[config.mk]
export PLATFORM = sky130hd
export DESIGN_NAME = pma_tx_serializer
export DESIGN_NICKNAME = d
export VERILOG_FILES = /design/src/rtl/pma_tx_serializer.sv
export SDC_FILE = /design/constraint.sdc
export NUM_CORES = 1
export LEC_CHECK = 0
export BUFFER_PORTS_ARGS = -buffer_cell sky130_fd_sc_hd__buf_2
export CORE_MARGIN = 3
export CORE_UTILIZATION = 35
export DETAILED_ROUTE_END_ITERATION = 7
export PLACE_DENSITY_LB_ADDON = 0.15
export SYNTH_ARGS = -nofsm -noshare
export SYNTH_HDL_FRONTEND = slang
export SYNTH_SLANG_ARGS = --single-unit
[constraint.sdc]
create_clock -name CLK_5G -period 1.15 [get_ports CLK_5G]
set_input_delay 0.23 -clock CLK_5G [delete_from_list [all_inputs] [get_ports CLK_5G]]
set_output_delay 0.23 -clock CLK_5G [all_outputs]
set_load 0.01 [all_outputs]
[src/rtl/pma_tx_serializer.sv]
// Transmit PMA serializer: loads one encoded symbol per word period and shifts it out LSB-first,
// with word-rate handshake, line polarity inversion and electrical-idle control.
module pma_tx_serializer #(
    parameter int unsigned DATA_WIDTH = 10
) (
    input  logic                  CLK_5G,
    input  logic                  Rst_n,
    input  logic [DATA_WIDTH-1:0] Data_in,
    input  logic                  Data_valid,
    input  logic                  TxPolarity,
    input  logic                  TxElecIdle,
    output logic                  Data_ready,
    output logic                  Ser_out,
    output logic                  Word_clk,
    output logic                  Underrun,
    output logic                  Idle_active
);

    localparam int unsigned CNT_W = (DATA_WIDTH > 1) ? $clog2(DATA_WIDTH) : 1;
    localparam logic [CNT_W-1:0] CNT_LAST    = CNT_W'(DATA_WIDTH - 1);
    localparam logic [CNT_W-1:0] CNT_HALF_M1 = CNT_W'(DATA_WIDTH / 2 - 1);

    typedef enum logic {
        S_IDLE   = 1'b0,
        S_ACTIVE = 1'b1
    } state_t;

    state_t                r_state;
    logic [CNT_W-1:0]      r_bit_cnt;
    logic [DATA_WIDTH-1:0] r_shift;
    logic                  r_ser_out;
    logic                  r_word_clk;
    logic                  r_underrun;
    logic                  r_idle_active;

    logic                  w_load;
    logic [DATA_WIDTH-1:0] w_pol_mask;
    logic [DATA_WIDTH-1:0] w_next_word;

    assign w_load     = (r_bit_cnt == CNT_LAST);
    assign w_pol_mask = {DATA_WIDTH{TxPolarity}};
    assign Data_ready = w_load && !TxElecIdle;

    // Word latched at a load edge; an ACTIVE underrun sends polarity-adjusted zeros, IDLE sends raw zeros.
    always_comb begin
        w_next_word = '0;
        if (!TxElecIdle) begin
            if (Data_valid) begin
                w_next_word = Data_in ^ w_pol_mask;
            end else if (r_state == S_ACTIVE) begin
                w_next_word = w_pol_mask;
            end
        end
    end

    always_ff @(posedge CLK_5G or negedge Rst_n) begin
        if (!Rst_n) begin
            r_state       <= S_IDLE;
            r_bit_cnt     <= '0;
            r_shift       <= '0;
            r_ser_out     <= 1'b0;
            r_word_clk    <= 1'b0;
            r_underrun    <= 1'b0;
            r_idle_active <= 1'b1;
        end else begin
            r_underrun <= 1'b0;
            if (w_load) begin
                r_bit_cnt  <= '0;
                r_word_clk <= 1'b1;
                r_ser_out  <= w_next_word[0];
                r_shift    <= w_next_word >> 1;
                case (r_state)
                    S_IDLE: begin
                        if (!TxElecIdle && Data_valid) begin
                            r_state       <= S_ACTIVE;
                            r_idle_active <= 1'b0;
                        end
                    end
                    S_ACTIVE: begin
                        if (TxElecIdle) begin
                            r_state       <= S_IDLE;
                            r_idle_active <= 1'b1;
                        end else if (!Data_valid) begin
                            r_underrun <= 1'b1;
                        end
                    end
                    default: begin
                        r_state       <= S_IDLE;
                        r_idle_active <= 1'b1;
                    end
                endcase
            end else begin
                r_bit_cnt <= r_bit_cnt + CNT_W'(1);
                r_ser_out <= r_shift[0];
                r_shift   <= r_shift >> 1;
                // Falls on the edge where the count becomes DATA_WIDTH/2, giving a 50% duty cycle.
                if (r_bit_cnt == CNT_HALF_M1) begin
                    r_word_clk <= 1'b0;
                end
            end
        end
    end

    assign Ser_out     = r_ser_out;
    assign Word_clk    = r_word_clk;
    assign Underrun    = r_underrun;
    assign Idle_active = r_idle_active;

endmodule

; ---- Word level (Yosys, flattened, before mapping)
; Cells that the tools add are included.
[totals]
ff_bits = 19
output_inout_bits = 5
inputBits = 15
[classes]
n_reduce_logical = 5
eq_ne = 4
muxes = 18
add_sub_neg = 1
bitwise = 2
[op_table]
columns = cell, n
row1 = $mux 10, 3
row2 = $mux 1, 11
row3 = $xor 10x10->10, 1
row4 = $mux 9, 1
row5 = $add 4x1->4 const B, 1
row6 = $eq 4x3->1 const B, 1
row7 = $eq 4x4->1 const B, 1
row8 = $mux 4, 1
row9 = $ne 2x2->1 const B, 2
row10 = $pmux 1 s2, 2
row11 = $reduce_and 3->1, 1
row12 = $logic_and 1x1->1, 2
row13 = $reduce_bool 2->1, 1
row14 = $logic_not 1->1, 1
row15 = $not 1->1, 1

; ---- Depth between registers and ports, before layout
; Gate-level depths: netlist (run 1).
[depth]
ltp_word = 4
depth_mapped = 5

; ---- Worst setup path before layout (run 1)
; No wires, ideal clock.
[synth_path]
path_kind = register -> output
from = register r_bit_cnt[2]
to = output Data_ready
path_stages_with_launch = 5
n_path_buf = 2
required_time_ps = 920
arrival_ps = 962
setup_slack_ps = -42
cell_sequence = dfrtp_1 buf_6 nand4bb_4 buf_6 nor2_4
[synth_via]
elab_chain_len = 2
[synth_lines]
columns = item, line_no
row1 = start: declaration, 29  ; logic [CNT_W-1:0] r_bit_cnt;
row2 = start signal: assignment, 93  ; r_bit_cnt <= r_bit_cnt + CNT_W'(1);
row3 = $eq 4x4->1, 40  ; assign w_load = (r_bit_cnt == CNT_LAST);
row4 = $logic_and 1x1->1, 42  ; assign Data_ready = w_load && !TxElecIdle;
row5 = end: declaration, 12  ; output logic Data_ready,
; Every way passes these cells.

; ---- Worst setup path after layout (run 1)
; Same ends and word-level chain as after synthesis.

==> metrics.csv, run 1 <==
stage,metric,value,unit
status,status,"finished, violations left",
status,violations,setup timing,
placement,io_buffers,19,
setup_path,endpoint,Data_ready,
logic_synthesis,synth_top_area_frac,0.463,
cts,clk_pin_slew,110,ps
setup_path,worstReg2RegStart,r_bit_cnt[2]$_DFF_PN0_,
cells_and_area,final_layout_size_suffix_gt1_frac,0.444,
cts,clk-insertion-delay-late,290,ps
sta,rsz0062_at_grt,true,
sta,max-slew-margin-rel,0.576,
sta,fin_skew,2.91,ps
power,pwr_density_cell,1000,mW/mm^2
setup_path,reg2reg_depth,5,
run,max-cap-violations,0,
placement,dp_cells,135,
logic_synthesis,netlist_instances,82,
detailed_routing,drtAntennaViolNets,0,
setup_path,cp-startpoint,r_bit_cnt[2]$_DFF_PN0_,
logic_synthesis,yosysTopAreaCell,dfrtp_1,
global_route,grtUsageTotal,0.130,
detailed_routing,drtIter0Drc,10,
setup_path,worstPathRequired,920,ps
global_route,grt_pass1_vias,666,
detailed_routing,drc,0,
cts,cts_root_buf,clkbuf_4,
cells_and_area,nFillCells,239,
sta,min_period,1400,ps
logic_synthesis,synth_area_leaders,"dfrtp_1 46%, a22o_1 9.5%, xnor2_1 9.5%",
setup_path,setup.worst_path.class,reg2out,
placement,dp_hpwl,1320,um
floorplanning,die_w,57.3,um
sta,final-max-slew-violation-count,0,
power,leakage,0.000610,uW
setup_path,crit_arrival,1170,ps
cts,cts_tree,yes,
detailed_routing,vias,738,
floorplanning,dieArea,0.00328,mm^2
cells_and_area,nNetsFinal,133,
setup_path,cp_max_fo,2,
power,vdd_drop_max,0.932,mV
floorplanning,start_util,0.393,
global_route,antenna_found_initial,0,
floorplanning,rows,17,
sta,setup_slack,-245,ps
cts,clk_path_buf_depth,2,
sta,finalHoldViolCount,0,
cts,h-tree-depth,1,
logic_synthesis,yosysWarnings,0,
cells_and_area,areaGrowthSynthToFinish,33.5,%
logic_synthesis,async_reset_ff_frac,1.00,
hold_path,worstHoldPathType,in2reg,
sta,finalCritPeriodShare,1.21,
sta,timing_worst_slew_pin_value,633,ps
setup_path,regToRegSetupSlack,-240,ps
logic_synthesis,synth_edf_count,0,
placement,placed_area,0.00110,mm^2
cells_and_area,antennaDiodeCount,0,
placement,place.gp.congestion,0.699,
detailed_routing,avgRoutedWirePerCell,13.3,um
detailed_routing,vias_per_cell,5.09,
global_route,grt_pass1_wl,3250,um
setup_path,critPathCaptureType,output pin,
cts,cts_buffers,3,
floorplanning,core,0.00234,mm^2
logic_synthesis,synth_nets,97,
cells_and_area,design_area,0.00123,mm^2
logic_synthesis,ys_types,24,
hold_path,min_delay_path_depth,3,
floorplanning,ios,20,
cells_and_area,final_cells,145,
detailed_routing,dr.pass1.iters,4,
logic_synthesis,yosysSeqAreaShare,0.491,
logic_synthesis,ys_ff_latch,18,
floorplanning,die_h,57.3,um
global_route,gr-total-overflow,0,
setup_path,reg2reg_to,r_shift[7]$_DFF_PN0_,
logic_synthesis,synthFlopType,dfrtp_1,
cts,clkSinkCount,18,
sta,setup_violations,14,
sta,max_freq,717,MHz
detailed_routing,wirelength,1940,um
global_route,grt_max_degree,19,
logic_synthesis,netlist_area,920,um^2
logic_synthesis,avgSynthCellArea,11.2,um^2
setup_path,startpoint_type,flip-flop,
==> worst min path at each step <==
stage / startpoint / end / slack (ps)
after detailed placement: Rst_n / Word_clk$_DFFE_PN0P_ / 190
after floorplan: Rst_n / Ser_out$_DFF_PN0_ / -70
after global placement: Rst_n / Word_clk$_DFFE_PN0P_ / 190
final: TxElecIdle / r_state$_DFFE_PN0N_ / 230
after CTS: TxElecIdle / r_state$_DFFE_PN0N_ / 230
after global routing: TxElecIdle / r_state$_DFFE_PN0N_ / 250
==> critical path: stages, from the launching register on <==
cell and delay, ps:
dfrtp_1 390, nand4bb_4 250, nor2_4 120, buf_6 110
==> final cells by class <==
cell class	count	area [um^2]	share of cell area
clock buffers	4	36.3	0.0296
inverters	3	11.3	0.00917
multi-input cells	56	439	0.358
flip-flops and latches	18	452	0.368
well taps	28	35.0	0.0285
repair buffers	36	254	0.207
==> cell usage after synthesis (all sizes together) (2+ instances only) <==
cell type and instances:
dfrtp 17, a21oi 13, a22o 10, xnor2 10, nand2 5, o21ai 4, buf 3, inv 3
nor2 3, clkbuf 2, nand3 2
==> logic make-up after synthesis <==
logic type | after synthesis | share of synthesized area
XOR/XNOR | 10 | 0.0952
AND/OR/NAND/NOR | 15 | 0.118
AO/OA/AOI/OAI | 29 | 0.211
buffers and inverters | 8 | 0.0612
flip-flops | 18 | 0.491
multiplexers | 2 | 0.0231
==> routing by layer <==
layer / vias up / share of wire / track usage / wire length [um]
li1: 361 / - / - / -
met1: 354 / 0.49 / 0.189 / 952
met2: 21 / 0.45 / 0.188 / 867
met3: 2 / 0.053 / 0.0475 / 102
met4: 0 / 0.0062 / 0.0199 / 12
met5: - / 0 / 0 / 0
==> placed cells by master, fill, tap and decap left out, types with 2 or more instances in the layout <==
master	instances
a21oi_1	7
a21oi_2	6
a22o_1	10
buf_2	17
buf_4	14
buf_6	3
clkbuf_4	3
dfrtp_1	17
inv_1	3
nand2_1	5
nor2_1	2
o21ai_0	2
xnor2_1	10
==> state kept, by name, indices dropped and copies added, names as in the netlist <==
register,cells
r_state,1
Ser_out,1
Idle_active,1
r_shift,9
r_bit_cnt,4
Word_clk,1
Underrun,1
==> metrics by stage <==
stage	power, uW	TNS [ps]	hold WS [ps]	utilization	setup WS, ps
floorplan	750	-57.8	-65.6	-	-33.5
global placement	822	-9.87	186	0.470	-3.83
detailed placement	825	-382	187	0.470	-56.7
CTS	1220	-1410	232	0.505	-241
global route	1310	-3470	247	0.525	-308
finish	1230	-2560	233	0.525	-245
==> power breakdown <==
part	switching (uW)	internal, uW
Combinational	93.5	99.7
Sequential	1.90	640
Clock	205	193
==> what timing repair did <==
| action | CTS | global route |
|---|---|---|
| pin swaps | 2 | 3 |
| endpoints found under the setup margin | 11 | 16 |
| hold buffers | 1 | 0 |
| resized for setup | 2 | 10 |
| setup buffers | 3 | 2 |
| hold endpoints to repair | 17 | 0 |
No activity file was read; power rests on OpenSTA's default activity.
==> inputs of run 2 (changes only) <==
==> constraint.sdc (replaced) <==
create_clock -name CLK_5G -period 1.15 [get_ports CLK_5G]
set_input_delay 0 -clock CLK_5G [delete_from_list [all_inputs] [get_ports CLK_5G]]
set_output_delay 0 -clock CLK_5G [all_outputs]
set_load 0.01 [all_outputs]
==> run 2 against run 1 <==
  * The run still ends with setup timing left
  * Critical path depth increased by 1
  * Die area unchanged
  * Final area increased by 0.61%
  * Hold slack got worse by 180 ps
  * Count of clock-buffer cells in the layout unchanged
  * Largest cell class unchanged
  * Register-to-register slack improved by 120 ps
  * Final cell count decreased by 0.69%
  * Sequential power about the same
  * Worst setup slack improved by 120 ps
  * Highest routed layer unchanged
  * Critical endpoint unchanged
==> metrics.csv, run 2 (synthesis results as in run 1) <==
stage,metric,value,unit
status,status,"finished, violations left",
status,violations,setup timing,
floorplanning,die_w,57.3,um
cts,cts_buffers,3,
global_route,grt_pass1_wl,3190,um
sta,min_period,1270,ps
placement,dp_hpwl,1210,um
sta,max_freq,786,MHz
run,max-cap-violations,0,
detailed_routing,dr.pass1.iters,2,
cts,clk_pin_slew,110,ps
floorplanning,core,0.00234,mm^2
cells_and_area,nNetsFinal,132,
sta,finalHoldViolCount,0,
setup_path,setup.worst_path.class,reg2out,
power,pwr_density_cell,994,mW/mm^2
cells_and_area,top_register,r_shift,
detailed_routing,drtIter0Drc,5,
floorplanning,dieArea,0.00328,mm^2
placement,place_ws,-10.4,ps
sta,setup_slack,-122,ps
sta,final-max-slew-violation-count,0,
setup_path,reg2reg_depth,6,
cts,clkSinkCount,18,
setup_path,startpoint_type,flip-flop,
global_route,gr-total-overflow,0,
sta,holdWs,54.0,ps
cts,clk-insertion-delay-late,290,ps
detailed_routing,avgRoutedWirePerCell,13.9,um
detailed_routing,vias,733,
power,leakage,0.000607,uW
cells_and_area,nFillCells,235,
sta,fin_skew,2.07,ps
detailed_routing,drtAntennaViolNets,0,
detailed_routing,wirelength,2000,um
cells_and_area,largest_reg_flops,9,
global_route,grt_pass1_vias,696,
sta,rsz0062_at_grt,true,
hold_path,worstHoldPathType,in2reg,
cells_and_area,design_area,0.00123,mm^2
floorplanning,die_h,57.3,um
cells_and_area,final_cell_mix,"18 x buf_2, 17 x dfrtp_1, 10 x xnor2_1, 10 x a22o_1, 9 x buf_4",
setup_path,critPathCaptureType,output pin,
cts,clk_path_buf_depth,2,
global_route,grt_max_degree,19,
floorplanning,ios,20,
floorplanning,rows,17,
cells_and_area,antennaDiodeCount,0,
placement,placed_area,0.00108,mm^2
global_route,use_met2,0.186,
cells_and_area,final_cells,144,
cells_and_area,final_layout_size_suffix_gt1_frac,0.414,
cells_and_area,layout_commonest_cell,buf_2,
power,total_power,1230,uW
global_route,top_usage_layer,met2,
setup_path,cp_max_fo,2,
cells_and_area,areaGrowthSynthToFinish,34.3,%
global_route,met3_usage,0.0271,
power,vdd_drop_max,0.589,mV
cts,cts_tree,yes,
detailed_routing,vias_per_cell,5.09,
placement,io_buffers,19,
placement,dp_cells,132,
detailed_routing,drc,0,
cts,h-tree-depth,1,
sta,setup_violations,13,
cells_and_area,reg.largest.list,"r_shift (9), r_bit_cnt (4)",
sta,max-slew-margin-rel,0.727,
global_route,grtUsageTotal,0.129,
sta,timing_worst_slew_pin_value,409,ps
setup_path,worstPathRequired,1150,ps
setup_path,crit_arrival,1270,ps
sta,finalCritPeriodShare,1.11,
global_route,met1_usage,0.179,
cts,cts_root_buf,clkbuf_4,
hold_path,min_delay_path_depth,4,
floorplanning,start_util,0.393,
placement,place.gp.congestion,0.729,
global_route,antenna_found_initial,0,
-- run 2: final timing paths --
| check | from | endpoint | slack (ps) |
|---|---|---|---|
| min in group asynchronous | Rst_n | Word_clk$_DFFE_PN0P_ | 150 |
| hold / removal | Data_in[9] | r_shift[8]$_DFF_PN0_ | 50 |
| max in group asynchronous | Rst_n | Idle_active$_DFFE_PN1P_ | 680 |
| setup reg to reg | r_bit_cnt[1]$_DFF_PN0_ | Underrun$_DFF_PN0_ | -120 |
| hold reg to reg | r_shift[2]$_DFF_PN0_ | r_shift[1]$_DFF_PN0_ | 480 |
| setup / recovery | r_bit_cnt[1]$_DFF_PN0_ | Data_ready | -120 |
-- run 2: layout make-up --
class | instances | area, um^2 | share of cell area
flip-flops and latches | 18 | 452 | 0.366
multi-input cells | 56 | 429 | 0.348
repair buffers | 35 | 272 | 0.220
clock buffers | 4 | 36.3 | 0.0294
well taps | 28 | 35.0 | 0.0284
inverters | 3 | 11.3 | 0.00912
-- run 2: power by group --
group / internal, uW / leakage [uW] / total, uW / switching (uW)
sequential: 640 / 0.000238 / 642 / 2.04
clock: 193 / 0.0000210 / 399 / 206
combinational: 97.0 / 0.000348 / 186 / 88.7
total: 930 / 0.000607 / 1230 / 297
-- run 2: worst max-delay path, cell delays in order, from the launching register on --
cell and delay (ps):
dfrtp_1 390, nand4bb_4 240, buf_12 150, nor2_4 90, buf_6 110
-- run 2: per-layer routing --
metal,vias up,share of wire
met4,0,0.013
met5,-,0
met1,353,0.50
met3,4,0.047
met2,17,0.44
li1,359,-
-- run 2: repair_timing --
item,CTS,global route
endpoints found under the setup margin,10,15
resized for setup,5,8
pin swaps,4,3
hold buffers,2,0
hold endpoints to repair,20,0
gates cloned,1,1
buffers inserted,3,2
-- run 2: metrics by stage --
step                      setup TNS, ps  utilization
after detailed placement          -39.2        0.460
after floorplan                   -24.2            -
after global placement             -208        0.460
after global routing              -1770        0.528
final                             -1170        0.528
after CTS                         -1410        0.512
